File: src/rtl/idp_sequencer.sv
// ---------------------------------------------------------------------------
// idp_sequencer
//   Control sequencer for the integer datapath. Takes 16-bit instruction
//   words over a valid/ready handshake and decodes them. Each instruction
//   produces one registered control word, held for exactly one EXEC cycle.
//   LDI/ADDI take a second word, which becomes the immediate. The sequencer
//   latches the datapath C/N/Z flags at the end of every EXEC cycle.
//
//   Optional feature macro: IDPSEQ_RETIRE_CNT_EN adds a 16-bit retire
//   counter output, retire_cnt. The counter increments once per EXEC cycle
//   and wraps from 16'hFFFF to 0.
//
// Ports
//   clk, reset          rising-edge clock, synchronous active-high reset
//   instr_valid/ready   handshake; instr = {op, W, R, S, reserved[2:0]}
//   W_En, W_Adr         register-file write enable / address
//   R_Adr, S_Adr        read-port addresses
//   S_Sel, DS           S-input select (1 = DS) and immediate data
//   ALU_OP              ALU operation code
//   C, N, Z             datapath flags, valid during EXEC
//   flag_c/n/z          architectural flag registers
//   halted              high from the cycle after HALT is accepted
//   retire_cnt          (IDPSEQ_RETIRE_CNT_EN only) EXEC-cycle count
// ---------------------------------------------------------------------------
module idp_sequencer #(
    parameter logic [3:0] ALU_PASS_S = 4'h1,
    parameter logic [3:0] ALU_ADD    = 4'h2,
    parameter logic [3:0] ALU_SUB    = 4'h3
) (
    input  logic        clk,
    input  logic        reset,
    input  logic        instr_valid,
    output logic        instr_ready,
    input  logic [15:0] instr,
    output logic        W_En,
    output logic [2:0]  W_Adr,
    output logic [2:0]  R_Adr,
    output logic [2:0]  S_Adr,
    output logic        S_Sel,
    output logic [15:0] DS,
    output logic [3:0]  ALU_OP,
    input  logic        C,
    input  logic        N,
    input  logic        Z,
    output logic        flag_c,
    output logic        flag_n,
    output logic        flag_z,
    output logic        halted
`ifdef IDPSEQ_RETIRE_CNT_EN
    ,
    output logic [15:0] retire_cnt
`endif
);

    typedef enum logic [1:0] {
        ST_IDLE = 2'd0,
        ST_IMM  = 2'd1,
        ST_EXEC = 2'd2,
        ST_HALT = 2'd3
    } state_t;

    state_t      state_r, state_s;
    logic        ready_r, halted_r;
    logic [3:0]  op_r;
    logic [2:0]  w_r, r_r, s_r;
    logic        w_en_r, s_sel_r;
    logic [2:0]  w_adr_r, r_adr_r, s_adr_r;
    logic [15:0] ds_r;
    logic [3:0]  alu_op_r;
    logic        flag_c_r, flag_n_r, flag_z_r;

    logic        transfer_s;
    logic [3:0]  src_op_s;
    logic [2:0]  src_w_s, src_r_s, src_s_s;
    logic        w_en_s, s_sel_s;
    logic [2:0]  w_adr_s, r_adr_s, s_adr_s;
    logic [15:0] ds_s;
    logic [3:0]  alu_op_s;

    // Next-state and next control word; the word is built in the cycle
    // before EXEC so that it can be registered into EXEC.
    always_comb begin
        state_s    = state_r;
        w_en_s     = 1'b0;
        s_sel_s    = 1'b0;
        w_adr_s    = 3'd0;
        r_adr_s    = 3'd0;
        s_adr_s    = 3'd0;
        ds_s       = 16'h0000;
        alu_op_s   = 4'h0;
        transfer_s = instr_valid & ready_r;
        // In IMM the current word is the immediate. Opcode and fields
        // therefore come from the latched first word.
        if (state_r == ST_IMM) begin
            src_op_s = op_r;
            src_w_s  = w_r;
            src_r_s  = r_r;
            src_s_s  = s_r;
        end else begin
            src_op_s = instr[15:12];
            src_w_s  = instr[11:9];
            src_r_s  = instr[8:6];
            src_s_s  = instr[5:3];
        end

        case (state_r)
            ST_IDLE: begin
                if (transfer_s) begin
                    if (src_op_s == 4'hF) begin
                        state_s = ST_HALT;
                    end else if ((src_op_s == 4'hC) || (src_op_s == 4'hD)) begin
                        state_s = ST_IMM;
                    end else begin
                        state_s = ST_EXEC;
                    end
                end else begin
                    state_s = ST_IDLE;
                end
            end
            ST_IMM: begin
                if (transfer_s) begin
                    state_s = ST_EXEC;
                end else begin
                    state_s = ST_IMM;
                end
            end
            ST_EXEC: state_s = ST_IDLE;
            ST_HALT: state_s = ST_HALT;
            default: state_s = ST_IDLE;
        endcase

        if (state_s == ST_EXEC) begin
            w_adr_s = src_w_s;
            r_adr_s = src_r_s;
            s_adr_s = src_s_s;
            case (src_op_s)
                4'hC: begin
                    alu_op_s = ALU_PASS_S;
                    s_sel_s  = 1'b1;
                    ds_s     = instr;
                    w_en_s   = 1'b1;
                end
                4'hD: begin
                    alu_op_s = ALU_ADD;
                    s_sel_s  = 1'b1;
                    ds_s     = instr;
                    w_en_s   = 1'b1;
                end
                4'hE: begin
                    alu_op_s = ALU_SUB;
                    w_en_s   = 1'b0;
                end
                4'hF: begin
                    alu_op_s = 4'h0;
                    w_en_s   = 1'b0;
                end
                default: begin
                    alu_op_s = src_op_s;
                    w_en_s   = 1'b1;
                end
            endcase
        end else begin
            w_en_s  = 1'b0;
            s_sel_s = 1'b0;
        end
    end

    // State, handshake, control-word and first-word field registers.
    always_ff @(posedge clk) begin
        if (reset) begin
            state_r  <= ST_IDLE;
            ready_r  <= 1'b1;
            halted_r <= 1'b0;
            op_r     <= 4'h0;
            w_r      <= 3'd0;
            r_r      <= 3'd0;
            s_r      <= 3'd0;
            w_en_r   <= 1'b0;
            s_sel_r  <= 1'b0;
            w_adr_r  <= 3'd0;
            r_adr_r  <= 3'd0;
            s_adr_r  <= 3'd0;
            ds_r     <= 16'h0000;
            alu_op_r <= 4'h0;
        end else begin
            state_r  <= state_s;
            ready_r  <= (state_s == ST_IDLE) || (state_s == ST_IMM);
            halted_r <= (state_s == ST_HALT);
            if ((state_r == ST_IDLE) && transfer_s) begin
                op_r <= instr[15:12];
                w_r  <= instr[11:9];
                r_r  <= instr[8:6];
                s_r  <= instr[5:3];
            end else begin
                op_r <= op_r;
                w_r  <= w_r;
                r_r  <= r_r;
                s_r  <= s_r;
            end
            w_en_r   <= w_en_s;
            s_sel_r  <= s_sel_s;
            w_adr_r  <= w_adr_s;
            r_adr_r  <= r_adr_s;
            s_adr_r  <= s_adr_s;
            ds_r     <= ds_s;
            alu_op_r <= alu_op_s;
        end
    end

    // Architectural flags: captured at the end of every EXEC cycle.
    always_ff @(posedge clk) begin
        if (reset) begin
            flag_c_r <= 1'b0;
            flag_n_r <= 1'b0;
            flag_z_r <= 1'b0;
        end else if (state_r == ST_EXEC) begin
            flag_c_r <= C;
            flag_n_r <= N;
            flag_z_r <= Z;
        end else begin
            flag_c_r <= flag_c_r;
            flag_n_r <= flag_n_r;
            flag_z_r <= flag_z_r;
        end
    end

`ifdef IDPSEQ_RETIRE_CNT_EN
    logic [15:0] retire_cnt_r;

    // Retire counter: one count per EXEC cycle, natural 16-bit wrap.
    always_ff @(posedge clk) begin
        if (reset) begin
            retire_cnt_r <= 16'h0000;
        end else if (state_r == ST_EXEC) begin
            retire_cnt_r <= retire_cnt_r + 16'h0001;
        end else begin
            retire_cnt_r <= retire_cnt_r;
        end
    end

    assign retire_cnt = retire_cnt_r;
`endif

    assign instr_ready = ready_r;
    assign halted      = halted_r;
    assign W_En        = w_en_r;
    assign W_Adr       = w_adr_r;
    assign R_Adr       = r_adr_r;
    assign S_Adr       = s_adr_r;
    assign S_Sel       = s_sel_r;
    assign DS          = ds_r;
    assign ALU_OP      = alu_op_r;
    assign flag_c      = flag_c_r;
    assign flag_n      = flag_n_r;
    assign flag_z      = flag_z_r;

endmodule

File: config.mk
export PLATFORM = sky130hd
export DESIGN_NAME = idp_sequencer
export DESIGN_NICKNAME = d
export VERILOG_FILES = /design/src/rtl/idp_sequencer.sv
export SDC_FILE = /design/constraint.sdc
export NUM_CORES = 1
export LEC_CHECK = 0
export CORE_MARGIN = 2
export CORE_UTILIZATION = 48
export CTS_BUF_LIST = sky130_fd_sc_hd__clkbuf_16
export DETAILED_ROUTE_END_ITERATION = 16
export PLACE_DENSITY = 0.91
export SLEW_MARGIN = 0
export SYNTH_ARGS = -nofsm -noshare
export SYNTH_HDL_FRONTEND = slang
export SYNTH_SLANG_ARGS = --single-unit
File: constraint.sdc
create_clock -name clk -period 5.08 [get_ports clk]
set_input_delay 1.524 -clock clk [delete_from_list [all_inputs] [get_ports clk]]
set_output_delay 1.524 -clock clk [all_outputs]
set_load 0.01 [all_outputs]
-- After elaboration in Yosys (flattened, before gate mapping)
Index checks and enable logic that the tools add are counted.
W data, S select, Z words.
- latch bits: 0
- word-level logic and storage cells: 51
- flip-flop bits (word level): 51
- bits in read-only memories: 0
- memories kept: 0
- RAM bits: 0
- equal/unequal tests: 10
- order comparisons: 0
- $add $sub $neg: 0
- shift-type cells: 0
- muxes and demuxes: 12
- reduce and logical (&&, ||, !) cells: 9
- bitwise gates (word level): 3
- div/mod/pow operators: 0
- $mul: 0
- operators by type and width (kind ; count):
    $eq A4 B4 Y1 const B ; 4
    $pmux W4 S4 ; 1
    $mux W3 ; 3
    $eq A2 B2 Y1 const B ; 4
    $mux W2 ; 4
    $pmux W2 S4 ; 1
    $reduce_or A2 Y1 ; 3
    $eq A2 B1 Y1 const B ; 2
    $logic_not A2 Y1 ; 2
    $mux W4 ; 1
    $reduce_or A3 Y1 ; 1
    $logic_or A1 B1 Y1 ; 2
    $mux W1 ; 2
    $not A1 Y1 ; 2
    $and A1 B1 Y1 ; 1
    $logic_and A1 B1 Y1 ; 1

-- Depth between registers and ports, before layout
- depth in word-level cells: 11
- mapped depth: 6
- gate-level depth less buffers: 4

-- Worst setup path after synthesis
Ideal clock, no wire load.
- kind: input to register
- start point: in instr_valid
- end point: reg ds_r[10] (netlist: DS[10])
- arrival: 2.623 ns
- cell stages on the path: 6
- buffers on the path: 2
- library setup time: 0.059 ns
- path slack: 2.399 ns
- cell sequence: nand3b_1 -> or2_1 -> clkbuf_1 -> nor4_4 -> buf_6 -> and2_1
- longest elaborated chain between the ends: 6
- elaborated cells on any way between the ends: 7
- classes of those cells: eq/ne: 1; mux: 3; bitwise: 2; reduce/logical: 1
- ends and longest elaborated chain (item ; line ; text):
    from (decl) ; 32 ; input logic instr_valid,
    $and A1 B1 Y1 (*) ; 91 ; transfer_s = instr_valid & ready_r;
    $mux W2 (on tied branches) ; 121, 108 ;
    $pmux W2 S4 (*) ; 106 ; case (state_r)
    $eq A2 B2 Y1 (*) ; 132 ; if (state_s == ST_EXEC) begin
    $not A1 Y1 (no line) (*) ; -- ;
    $reduce_or A3 Y1 (no line) (*) ; -- ;
    to (signal assigned) ; 205 ; ds_r <= ds_s;
    to (decl) ; 68 ; logic [15:0] ds_r;
Mark *: on every way between the ends. The rest lies on a longest branch, timed or not.
A chain may end at the register's enable or synchronous reset.

-- Final worst setup path
- start point: in reset
- end point: reg ds_r[14] (netlist: DS[14])
- longest elaborated chain between the ends: 1
- ends and longest elaborated chain (item ; line ; text):
    from (decl) ; 31 ; input logic reset,
    $reduce_or A3 Y1 (no line) ; -- ;
No other way between the ends.

==> reports/qor.txt <==
Number of fill cells: 289
Cells resized by post-CTS repair: 0
I/O Pins: 58
Post-synthesis sequential element count: 51
Clock root buffer: sky130_fd_sc_hd__clkbuf_16
Placer congestion estimate: 0.769
Number of DRC markers after the initial detailed-route iteration: 57
Count of standard-cell rows: 22
Worst-margin pin slew: 1060 ps
Met1 capacity usage during global routing: 20.8%
Final Instance Count excl. Fillers: 301
R2r setup slk: 2790 ps
Setup crit start kind: input port
Initial DRT Pass Iterations: 4
Area share of the largest cell type after synthesis: 56.1%
Status: finished clean
Final Net Count: 274
Setup skew after layout: 3.07 ps
FMAX: 0.290 GHz
Share of flip-flops with an asynchronous set or reset after synthesis: 0%
Distinct cell type count of the synthesized netlist: 27
Share of synthesized area occupied by flip-flops and latches: 56.1%
Number of synthesized flops with an enable pin: 0
Flip-flop and latch area: 0.00102 mm^2
Ant. Diodes: 0
Sequential Power Share: 51.1%
Category of the worst setup path capture point: register
Required @ worst endpoint: 5310 ps
Global-route layer with the greatest usage: met2
Wire length per cell after detailed routing: 12.1 um
Max-cap violations: 0
Area contributors post-synth: sky130_fd_sc_hd__dfxtp_1 56%, sky130_fd_sc_hd__nand2_1 11%, sky130_fd_sc_hd__a21oi_1 7.7%
Final min period: 3440 ps
CTS Buf Count: 5
Origin of the worst setup path: reset
Combinational fraction of design power: 11.1%
Endpoints failing setup: 0
Syn avg cell area: 9.19 um^2
Reg-to-reg startpoint: state_r[1]$_SDFF_PP0_
Post-synth top cells: 51 x sky130_fd_sc_hd__dfxtp_1, 51 x sky130_fd_sc_hd__nand2_1, 28 x sky130_fd_sc_hd__a21oi_1
Standby leakage power: 0.985 nW
Global routing met2 resource utilization: 32.1%
Origin of the worst min-delay path: r_r[1]$_SDFFE_PP0P_
Overall power after layout: 0.831 mW
Total nets after synthesis: 220
# port buffers: 57
Terminating pin of the worst hold path: r_r[1]$_SDFFE_PP0P_
Fraction of layout cells with a size suffix above 1: 4.35%
Portion of the clock cycle consumed by the worst path in the final layout: 67.8%
Area used by multi-input combinational logic: 746 um^2
Die span in x: 65.6 um
Total Wirelength: 3.66 mm
CORE AREA: 0.00366 mm^2
Number of hold buffers added after cts: 0
Post-synthesis instance area: 0.00182 mm^2
Reg-to-Reg End: DS[14]$_SDFF_PP0_
Worst rel slew slack: 29.0%
Power density cells: 327 mW/mm^2
Clk_lat worst skew: 290 ps
Internal power of the cells: 0.642 mW
Slew Viols, Final: 0
Count of synthesis-stage warnings from yosys: 0
Post-layout instance area: 0.00254 mm^2
Class of the tightest hold or removal check: register to register
Area of the die: 0.00430 mm^2
Estimated wirelength of the detail-placed design: 2.46 mm
Setup bufs post-CTS: 0
Crit Path Category: input port to register
CTS tree: built
Cell total after placement: 293
Switching power as a share of total power: 22.8%
Hold Violations, Final: 0
Via count of the routed design: 1483
Arrival @ worst endpoint: 3670 ps
Maximum number of pins on one net before global-route repair: 22
Avg Vias per Cell: 4.93
Setup Total Neg Slack: 0 ps
Clk pwr share: 37.8%
Worst hold slack across all endpoints: 457 ps
Peak supply drop: 0.207 mV
Met3 GRT Util: 5.99%
Global-route wire length before repair: 6.08 mm
Floorplan die height: 65.6 um
CTS H-tree depth: 2
Biggest fanout along the worst timing path: 21
Initial core utilization: 49.7%
Register clock-pin slew on the reported worst setup and hold paths: 60 ps
Worst-case clock buffer depth: 2
Hold Crit Depth: 2
RSZ-0062 raised after global routing: false
Ys flop type: sky130_fd_sc_hd__dfxtp_1
Length in cells of the worst reg-to-reg path: 4
Post-route antenna net violation count: 0
Clock sink count: 51
Syn-to-layout area delta: 39.4%
Number of antenna violations at the first check in global routing: 0
Standard cell area after detailed placement: 0.00240 mm^2
Net switching component of the power: 0.189 mW
DRC Markers: 0
Cells after Synth: 198
Vias in the first global route: 1388
Cell type contributing the most total cell area after synthesis: sky130_fd_sc_hd__dfxtp_1
Sum of overflow across all layers after global routing: 0
Total GRT Usage: 18.6%
## layer usage
| metal | vias up | share of wire [%] |
|---|---|---|
| met1 | 669 | 41 |
| met5 | - | 0 |
| met4 | 0 | 1.4 |
| met2 | 49 | 51 |
| met3 | 7 | 6.1 |
| li1 | 758 | - |
## sequential cells by signal (all words and copies together), names as in the netlist
name	cells
R_Adr	3
flag_n	1
state_r	2
W_En	1
DS	16
op_r	4
halted	1
r_r	3
instr_ready	1
S_Adr	3
S_Sel	1
flag_c	1
W_Adr	3
ALU_OP	4
s_r	3
flag_z	1
w_r	3
## power groups by stage
| stage | clock network [mW] | logic [mW] | registers, mW |
|---|---|---|---|
| after CTS | 0.322 | 0.0921 | 0.425 |
| after floorplan | 0 | 0.0449 | 0.437 |
| after detailed placement | 0 | 0.0910 | 0.434 |
| after global placement | 0 | 0.0892 | 0.433 |
| after global routing | 0.337 | 0.101 | 0.426 |
| final | 0.314 | 0.0918 | 0.425 |
## placed cells by master (no fill, tap or decap), types with 2 or more instances in the layout
cell	synthesis	final
sky130_fd_sc_hd__mux2i_1	5	5
sky130_fd_sc_hd__clkdlybuf4s50_1	0	57
sky130_fd_sc_hd__dfxtp_1	51	51
sky130_fd_sc_hd__clkinv_1	0	2
sky130_fd_sc_hd__nand2_1	51	51
sky130_fd_sc_hd__and2_1	17	17
sky130_fd_sc_hd__nand2b_1	3	3
sky130_fd_sc_hd__nor3b_1	2	2
sky130_fd_sc_hd__a21oi_1	28	28
sky130_fd_sc_hd__a21o_1	3	3
sky130_fd_sc_hd__o21ai_1	2	2
sky130_fd_sc_hd__clkbuf_16	0	5
sky130_fd_sc_hd__nand3b_1	5	5
sky130_fd_sc_hd__nor2_1	7	7
sky130_fd_sc_hd__nor2b_1	2	2
## layout make-up
| type | count | area share [%] |
|---|---|---|
| sequential | 51 | 40.2 |
| multi-input combinational | 137 | 29.4 |
| clock buffer | 5 | 4.93 |
| clock inverter | 3 | 0.592 |
| timing repair buffer | 57 | 22.5 |
| tap | 48 | 2.37 |
## worst max path at each step
stage / endpoint / slack, ps / depth (start not counted)
after global routing: DS[7]$_SDFF_PP0_ / 1450 / 4
after floorplan: DS[10]$_SDFF_PP0_ / 2400 / 6
final: DS[14]$_SDFF_PP0_ / 1640 / 4
after detailed placement: DS[14]$_SDFF_PP0_ / 1340 / 4
after global placement: DS[0]$_SDFF_PP0_ / 1370 / 4
after CTS: DS[14]$_SDFF_PP0_ / 1640 / 4
## worst max-delay path: stages
cell	delay (ps)
sky130_fd_sc_hd__clkdlybuf4s50_1	780
sky130_fd_sc_hd__or2_1	480
sky130_fd_sc_hd__nor4_4	660
sky130_fd_sc_hd__and2_1	220
## stage by stage
stage	setup slack, ps	util, %
after global routing	1450	69.3
after global placement	1370	65.5
after detailed placement	1340	65.5
final	1640	69.3
after floorplan	2400	-
after CTS	1640	69.3
## kinds of logic (layout without fill, tap and decap cells)
kind of cell | count (synthesis) | in the layout | synth area share (%)
and+or+nand+nor | 93 | 93 | 25.7
DFF | 51 | 51 | 56.1
AOI/OAI and AO/OA | 37 | 37 | 11.1
buffers and inverters | 10 | 65 | 2.96
muxes | 7 | 7 | 4.19
Note: power is estimated with default switching activity, not from simulation.
